## src/rtl/arbitro_mux_rr.sv

```systemverilog
// arbitro_mux_rr: round-robin arbiter over four FWFT input FIFOs feeding a
// two-way destination demux. One word per cycle is popped from an eligible
// FIFO (non-empty and whose destination FIFO is not almost-full) and forwarded
// on a registered output, with per-destination and stall statistics.
module arbitro_mux_rr #(
  parameter int DATA_W = 6,
  parameter int CNT_W  = 8
) (
  input  logic              clk,
  input  logic              reset_L,
  input  logic [DATA_W-1:0] fifo_data_0,
  input  logic [DATA_W-1:0] fifo_data_1,
  input  logic [DATA_W-1:0] fifo_data_2,
  input  logic [DATA_W-1:0] fifo_data_3,
  input  logic [3:0]        fifo_empty,
  input  logic [1:0]        d_almost_full,
  output logic [3:0]        pop,
  output logic [DATA_W-1:0] mux_arbitro_1,
  output logic              valid_out,
  output logic [CNT_W-1:0]  cnt_d0,
  output logic [CNT_W-1:0]  cnt_d1,
  output logic [CNT_W-1:0]  stall_cnt
);

  // Bit of the word that selects the destination FIFO (0 -> D0, 1 -> D1).
  localparam int DEST_BIT = 4;
  localparam logic [CNT_W-1:0] CNT_ONE = {{(CNT_W-1){1'b0}}, 1'b1};
  localparam logic [CNT_W-1:0] CNT_MAX = {CNT_W{1'b1}};

  typedef enum logic [1:0] {
    ST_IDLE   = 2'd0,
    ST_ACTIVE = 2'd1,
    ST_STALL  = 2'd2
  } state_t;

  state_t            state_r;
  state_t            state_next_s;
  logic [1:0]        rr_ptr_r;
  logic [DATA_W-1:0] head_s [4];
  logic [3:0]        elig_s;
  logic              any_elig_s;
  logic              any_ne_s;
  logic [1:0]        cand_s;
  logic [1:0]        grant_idx_s;
  logic              grant_vld_s;
  logic [3:0]        pop_s;
  logic              pop_fire_s;
  logic [DATA_W-1:0] grant_data_s;

  assign head_s[0] = fifo_data_0;
  assign head_s[1] = fifo_data_1;
  assign head_s[2] = fifo_data_2;
  assign head_s[3] = fifo_data_3;

  // A FIFO is eligible when it has a head word and that word's destination has room.
  always_comb begin
    elig_s = 4'b0000;
    for (int i = 0; i < 4; i++) begin
      elig_s[i] = ~fifo_empty[i] & ~d_almost_full[head_s[i][DEST_BIT]];
    end
  end

  assign any_elig_s = |elig_s;
  assign any_ne_s   = ~&fifo_empty;

  // Round-robin search from rr_ptr; scanning offsets high-to-low lets the
  // closest eligible index (smallest offset) be the last, winning assignment.
  always_comb begin
    grant_vld_s = 1'b0;
    grant_idx_s = 2'd0;
    cand_s      = 2'd0;
    for (int k = 3; k >= 0; k--) begin
      cand_s      = rr_ptr_r + k[1:0];
      grant_idx_s = elig_s[cand_s] ? cand_s : grant_idx_s;
      grant_vld_s = elig_s[cand_s] | grant_vld_s;
    end
  end

  assign grant_data_s = head_s[grant_idx_s];

  // Next-state and one-hot pop; pops only in ACTIVE, never while in reset.
  always_comb begin
    state_next_s = ST_IDLE;
    pop_s        = 4'b0000;
    if (!reset_L) begin
      state_next_s = ST_IDLE;
      pop_s        = 4'b0000;
    end else begin
      case (state_r)
        ST_ACTIVE: pop_s = grant_vld_s ? (4'b0001 << grant_idx_s) : 4'b0000;
        ST_IDLE:   pop_s = 4'b0000;
        ST_STALL:  pop_s = 4'b0000;
        default:   pop_s = 4'b0000;
      endcase
      if (any_elig_s) begin
        state_next_s = ST_ACTIVE;
      end else if (any_ne_s) begin
        state_next_s = ST_STALL;
      end else begin
        state_next_s = ST_IDLE;
      end
    end
  end

  assign pop        = pop_s;
  assign pop_fire_s = |pop_s;

  // State register.
  always_ff @(posedge clk) begin
    if (!reset_L) begin
      state_r <= ST_IDLE;
    end else begin
      state_r <= state_next_s;
    end
  end

  // Forwarded word register, valid flag and round-robin pointer.
  always_ff @(posedge clk) begin
    if (!reset_L) begin
      mux_arbitro_1 <= {DATA_W{1'b0}};
      valid_out     <= 1'b0;
      rr_ptr_r      <= 2'd0;
    end else begin
      valid_out <= pop_fire_s;
      if (pop_fire_s) begin
        mux_arbitro_1 <= grant_data_s;
        rr_ptr_r      <= grant_idx_s + 2'd1;
      end
    end
  end

  // Per-destination forwarded-word counters, wrapping.
  always_ff @(posedge clk) begin
    if (!reset_L) begin
      cnt_d0 <= {CNT_W{1'b0}};
      cnt_d1 <= {CNT_W{1'b0}};
    end else if (pop_fire_s) begin
      if (grant_data_s[DEST_BIT]) begin
        cnt_d1 <= cnt_d1 + CNT_ONE;
      end else begin
        cnt_d0 <= cnt_d0 + CNT_ONE;
      end
    end
  end

  // Stall-cycle counter, saturating at all-ones.
  always_ff @(posedge clk) begin
    if (!reset_L) begin
      stall_cnt <= {CNT_W{1'b0}};
    end else if ((state_r == ST_STALL) && (stall_cnt != CNT_MAX)) begin
      stall_cnt <= stall_cnt + CNT_ONE;
    end
  end

endmodule
```

## config.mk

```make
export PLATFORM = sky130hd
export DESIGN_NAME = arbitro_mux_rr
export DESIGN_NICKNAME = d
export VERILOG_FILES = /design/src/rtl/arbitro_mux_rr.sv
export SDC_FILE = /design/constraint.sdc
export NUM_CORES = 1
export LEC_CHECK = 0
export CAP_MARGIN = 20
export CORE_ASPECT_RATIO = 0.6
export CORE_MARGIN = 1
export CORE_UTILIZATION = 49
export DETAILED_ROUTE_END_ITERATION = 7
export GPL_TIMING_DRIVEN = 0
export PLACE_DENSITY = 0.86
export RECOVER_POWER = 100
export SETUP_SLACK_MARGIN = 0.02
export SYNTH_ARGS = -nofsm -noshare
export SYNTH_HDL_FRONTEND = slang
export SYNTH_SLANG_ARGS = --single-unit
```

## constraint.sdc

```tcl
create_clock -name clk -period 4.2 [get_ports clk]
set_input_delay 0.42 -clock clk [delete_from_list [all_inputs] [get_ports clk]]
set_output_delay 0.42 -clock clk [all_outputs]
set_load 0.02 [all_outputs]
```

# Yosys cells after proc, flatten, opt, wreduce, memory -nomap -nowiden
# Cells that the tools add are included.
dict set report op_classes {
  n_addsub 7
  magnitude_cmp 9
  n_eq_ne 3
  shift 1
  muxes 28
  bitwise_logic 18
  reduce_logical 7
}
# cell count
set op_table {}
lappend op_table {{$add A8 B1 Y8 const B} 3}
lappend op_table {{$mux W1} 13}
lappend op_table {{$bmux W6 S2} 1}
lappend op_table {{$lt A2 B3 Y1 const B} 4}
lappend op_table {{$mux W4} 3}
lappend op_table {{$mux W6} 2}
lappend op_table {{$mux W2} 5}
lappend op_table {{$not A1 Y1} 10}
lappend op_table {{$bmux W1 S2} 4}
lappend op_table {{$lt A1 B2 Y1 const B} 4}
lappend op_table {{$ne A8 B8 Y1 const B} 1}
lappend op_table {{$reduce_or A4 Y1} 2}
lappend op_table {{$reduce_or A5 Y1} 1}
lappend op_table {{$add A2 B1 Y2 const B} 2}
lappend op_table {{$add A2 B2 Y2 const B} 2}
lappend op_table {{$and A1 B1 Y1} 4}
lappend op_table {{$reduce_and A2 Y1} 2}
lappend op_table {{$reduce_and A4 Y1} 1}
lappend op_table {{$shl A1 B2 Y4 const A} 1}
lappend op_table {{$ge A3 B3 Y1 const B} 1}
lappend op_table {{$not A2 Y3} 1}
lappend op_table {{$or A1 B1 Y1} 3}
lappend op_table {{$eq A2 B1 Y1 const B} 1}
lappend op_table {{$eq A2 B2 Y1 const B} 1}
lappend op_table {{$logic_and A1 B1 Y1} 1}
dict set report word_totals {
  ff_bits 35
  output_inout_bits 35
  elab_cells 81
}

# Logic depth before layout (Yosys ltp)
dict set report logic_depth {
  word_depth 16
  ltp_mapped 9
  depth_no_buf 8
}

# Worst setup path after synthesis
# OpenSTA, ideal clock, no wires.
dict set report synth_timing {
  path_type {input to output}
  start {input port fifo_data_3[4]}
  end {output port pop[2]}
  arrival_time_ps 1927
  required_time_ps 3780
  slack_ps 1853
  stages 6
  n_path_buf 1
  cell_sequence {mux2_4 -> or2_4 -> a311oi_4 -> nand2_1 -> clkbuf_1 -> nor2_1}
}
dict set report synth_between {
  elab_chain_cells 14
}
# item line_no
set synth_rtl {}
lappend synth_rtl {{start, declared} 14} ;# input logic [DATA_W-1:0] fifo_data_3,
lappend synth_rtl {{$mux W1 (not written as such) * (2 in a row)} 59} ;# elig_s[i] = ~fifo_empty[i] & ~d_almost_full[head_s[i][DEST_BIT]];
lappend synth_rtl {{$not A1 Y1 *} 59}
lappend synth_rtl {{$and A1 B1 Y1 *} 59}
lappend synth_rtl {{$bmux W1 S2} {74, 75}}
lappend synth_rtl {{$mux W1 (not written as such)} {74, 75}}
lappend synth_rtl {{$mux W2 (4 in a row)} 74} ;# grant_idx_s = elig_s[cand_s] ? cand_s : grant_idx_s;
lappend synth_rtl {{$shl A1 B2 Y4} 90} ;# ST_ACTIVE: pop_s = grant_vld_s ? (4'b0001 << grant_idx_s) : 4'b0000;
lappend synth_rtl {{$mux W4 *} 90}
lappend synth_rtl {{$mux W4 *} 89} ;# case (state_r)
lappend synth_rtl {{$mux W4 *} 85} ;# if (!reset_L) begin
lappend synth_rtl {{end, declared} 17} ;# output logic [3:0] pop,
# Every way passes the cells marked *; elsewhere a longest branch is shown, timed or not. The select of a mux whose other input is x is not followed.

# Worst setup path in the final report
dict set report layout_timing {
  start {input port d_almost_full[0]}
  end {output port pop[2]}
}
dict set report layout_between {
  elab_chain_cells 14
}
# item line_no
set layout_rtl {}
lappend layout_rtl {{start, declared} 16} ;# input logic [1:0] d_almost_full,
lappend layout_rtl {{$mux W1 (not written as such) (2 in a row)} 59}
lappend layout_rtl {{$not A1 Y1} 59}
lappend layout_rtl {{$and A1 B1 Y1} 59}
lappend layout_rtl {{$bmux W1 S2} {74, 75}}
lappend layout_rtl {{$mux W1 (not written as such)} {74, 75}}
lappend layout_rtl {{$mux W2 (4 in a row)} 74}
lappend layout_rtl {{$shl A1 B2 Y4} 90}
lappend layout_rtl {{$mux W4 *} 90}
lappend layout_rtl {{$mux W4 *} 89}
lappend layout_rtl {{$mux W4 *} 85}
# Marked as above.

==> impl_summary.log <==
[metrics] outcome: complete, no violations
[metrics] minimum clock period after layout: approximately 3.7 ns
[metrics] synthesis-to-finish area growth: 40.0%
[metrics] share of Yosys cell area claimed by the top area cell type: 35.9%
[metrics] maximum number of pins on one net before global-route repair: 13
[metrics] sink of the worst hold path: mux_arbitro_1[4]
[metrics] total via count after detailed routing: 1888
[metrics] Synth Area in Adders: 1.92%
[metrics] width of the die: 83.5 um
[metrics] final period utilization: between 80% and 90%
[metrics] CTS tree: done
[metrics] final number of hold-violating endpoints: 0
[metrics] routed length per placed instance: roughly 14 um
[metrics] upper clock frequency limit: 270 MHz
[metrics] worst r2r path cells: 8
[metrics] Final Setup Violations: 0
[metrics] crit path buf inv count: 3
[metrics] antenna diode instance count: 0
[metrics] detailed-routing iteration count for the pre-antenna-repair pass: 4
[metrics] setup tns final: 0 ns
[metrics] post-route insts no fill: 342
[metrics] GP Congestion: 0.840
[metrics] clk_skew: 0.00654 ns
[metrics] post-route DRC violation count: 0
[metrics] fraction of final layout cells sized beyond drive strength 1: 10.2%
[metrics] clock latency on the worst-skew pair: 0.29 ns
[metrics] critical path's largest stage delay: 0.69 ns
[metrics] number of cells on the worst hold path: 2
[metrics] cell with the biggest individual delay on the critical path: dlygate4sd3_1
[metrics] Avg Inst Size Synth: about 8.8 sq um
[metrics] placeable core region: 3740 sq um
[metrics] Clock Tree Buf Depth: 2
[metrics] Tightest Hold Check Type: flop to flop
[metrics] cell total after placement: 334
[metrics] Initial Util: approximately 52%
[metrics] critical path capture point type: primary output
[metrics] Cell variety after synth: 45
[metrics] Crit Path Category: input pin to primary output
[metrics] Post-Synth Simple-Gate Area: 22.1%
[metrics] number of warnings reported in the yosys synthesis log: 0
[metrics] power density cells: 302 nW/um^2
[metrics] cells along the critical path: dlygate4sd3_1 > mux2_1 > or2_4 > a311oi_4 > nand2_1 > clkbuf_1 > nor2_1 > dlygate4sd3_1
[metrics] sequential-to-total area share from yosys stat: roughly 36%
[metrics] start point of the worst hold path: mux_arbitro_1[4]
[metrics] number of antenna violations at the first check in global routing: 0
[metrics] clock input transition at the sequential cells of the worst setup and hold paths: 0.07 ns
[metrics] reg-to-reg critical path startpoint: rr_ptr_r[0]
[metrics] DPL Wire Length: 3.71 mm
[metrics] Post-Route Utilization: 73.0%
[metrics] Filler cells: 296
[metrics] Synth Register Bits: 35
[metrics] arrival time reported for the critical path endpoint: 3.28 ns
[metrics] hold buffer count at cts: 0
[metrics] buffers added on ports: 65
[metrics] critical path peak fanout: 10
[metrics] leakage: 0.00113 uW
[metrics] delay-heaviest family, CP: buffers and inverters
[metrics] clock sinks: 35
[metrics] Final nets: ~330
[metrics] combinational family with the most area after synthesis: simple AND/OR/NAND/NOR gates
[metrics] final setup slack of the worst path: 0.503 ns
[metrics] aggregate global-route resource usage: 25.4%
[metrics] Post-synth top flop: dfxtp_1
[metrics] vias in the first global route: ~1800
[metrics] share of synthesized registers carrying an async set or reset: 0%
[metrics] worst flop-to-flop path endpoint: cnt_d0[1]
[metrics] post-synthesis instance total: 222
[metrics] required arrival time at the worst endpoint: around 3.8 ns
[metrics] cell at the root of the clock tree: clkbuf_8
[metrics] post-detailed-route count of antenna-violating nets: 0
[metrics] Max-Slew Margin vs Limit: approximately three fifths
[metrics] xor-xnor portion of the synthesized cell area: around 4.5%
[metrics] kind of start point of the critical path: input pin
[metrics] Row Count: 17
[metrics] Register-to-Register Setup Slack: 1.64 ns
[metrics] share of the synthesized area in compound gates (AO/OA/AOI/OAI): about a fifth
[metrics] CP most frequent cell: dlygate4sd3_1
[metrics] clock buffers created by TritonCTS: 5
[metrics] measured slew at the worst slew-check pin: 0.607 ns
[metrics] violation count after the first detailed-routing iteration: 78
[metrics] number of flops mapped to enable cells by yosys: 0
[metrics] Worst Hold Margin: 0.461 ns
[metrics] largest area contributor in the netlist: dfxtp_1
[metrics] largest voltage drop on the vdd net: 0.000165 V
[metrics] Max-cap violations: 0
[metrics] post-place setup slack: 0.745 ns
[metrics] die area: 4250 sq um
[metrics] maximum level of the CTS H-tree: 2
[metrics] sum of routed wire length over all layers: 4.90 mm
[metrics] ranking of synthesized cells by area: dfxtp_1 (36%), mux2i_1 (5.1%), nand2_1 (4.4%)
[metrics] unrepaired setup endpoints after global routing: false
[metrics] Remaining Overflow, GRT: 0
[metrics] floorplan die height: a little over 50 um
[metrics] summed instance area of the synthesized netlist: 1950 sq um
[metrics] post-CTS repair timing setup buffer count: 0
[metrics] Syn Nets: about 260
[metrics] Post-CTS Resized: 0
[metrics] DR vias/cell: 5.52
[metrics] multiplexer share of the synthesized area: 11.5%
[metrics] Final Max Slew Viols: 0
[metrics] number of ports placed on the die boundary: 67
[metrics] wire length of the first global-routing pass: 8.44 mm
## placed cells by master, fill, tap and decap left out, types with 2 or more instances in the layout
master           count
clkbuf_8             5
o31ai_1              2
or2_2                2
nand4_1              5
nand4b_1             3
mux2_2               6
and2_1               4
mux2i_2              2
clkdlybuf4s50_1     30
inv_1                8
ha_1                 3
dlygate4sd3_1       35
dfxtp_1             35
o21ai_1              2
and3_1               3
a22oi_1              2
nand3_1             13
xor2_1               3
buf_2                2
clkbuf_1             6
or3_1                5
o21ai_0             18
nor2_1              18
a21oi_1             12
nor2b_1              2
o211ai_1             3
xnor2_1              7
nand2_1             23
mux2i_1             10
nor3_1               3
## per-layer routing
layer	share of wire, %	global-route usage (%)
met5	0	0
met1	46	32.5
met3	10	9.21
met4	0.55	7.91
met2	43	40.7
## flip-flops by register name, summed over array words and instances, names as in the netlist
name and count:
cnt_d1 8, stall_cnt 8, rr_ptr_r 2, mux_arbitro_1 6, state_r 2, valid_out 1
cnt_d0 8
## through the flow
step / power [uW] / cell area (sq um)
6_report: 826 / 2730
4_1_cts: 841 / 2770
5_1_grt: 866 / 2730
3_3_place_gp: 535 / 2660
3_5_place_dp: 538 / 2660
2_1_floorplan: 466 / 1950
## synthesized netlist by cell type (3+ instances only)
cell and n:
nand2_1 23, dfxtp_1 35, o21ai_1 5, clkbuf_1 5, or3_1 5, mux2_2 6
xor2_1 3, xnor2_1 7, nor3_1 3, nand4_1 5, o21ai_0 15, nand4b_1 3
a21oi_1 12, mux2i_1 10, inv_1 8, nand3_1 13, nor2_1 18, ha_1 3
buf_2 3, and2_1 5, and3_1 3
## power breakdown
group / switching [uW] / internal, uW / leakage (uW)
Sequential: 9.49 / 344 / 0.000284
Combinational: 87.3 / 82.0 / 0.000791
Clock: 127 / 177 / 0.0000581
Total: 224 / 602 / 0.00113
## worst min-delay path, stage by stage (launching register included)
cell and delay [ns]:
dfxtp_1 0.31, nand3_1 0.06, nand2_1 0.05
## layout make-up
type | count | area (sq um) | area share, %
buffer | 9 | 43.8 | 1.60
clock buffer | 5 | 68.8 | 2.52
clock inverter | 3 | 43.8 | 1.60
tap | 47 | 58.8 | 2.15
multi-input combinational | 169 | 1130 | 41.4
timing repair buffer | 65 | 651 | 23.8
sequential | 35 | 701 | 25.6
inverter | 9 | 33.8 | 1.24
## logic make-up (layout without fill, tap and decap cells)
family | Yosys count | in the layout
multiplexers | 20 | 20
buffers and inverters | 18 | 91
adder cells (fa/ha/maj) | 3 | 3
XOR/XNOR | 10 | 10
flip-flops | 35 | 35
AND/OR/NAND/NOR | 86 | 86
AO/OA/AOI/OAI | 50 | 50
## worst max-delay path by stage
stage	startpoint	to	slack, ns	cells past startpoint
final	d_almost_full[0]	pop[2]	0.50	8
after global placement	fifo_data_3[4]	pop[2]	0.76	8
after detailed placement	fifo_data_2[4]	pop[0]	0.75	8
after global routing	d_almost_full[0]	pop[2]	0.31	9
after floorplan	fifo_data_3[4]	pop[2]	1.85	6
after CTS	fifo_data_2[4]	pop[0]	0.75	8
No activity file was read; power rests on OpenSTA's default activity.
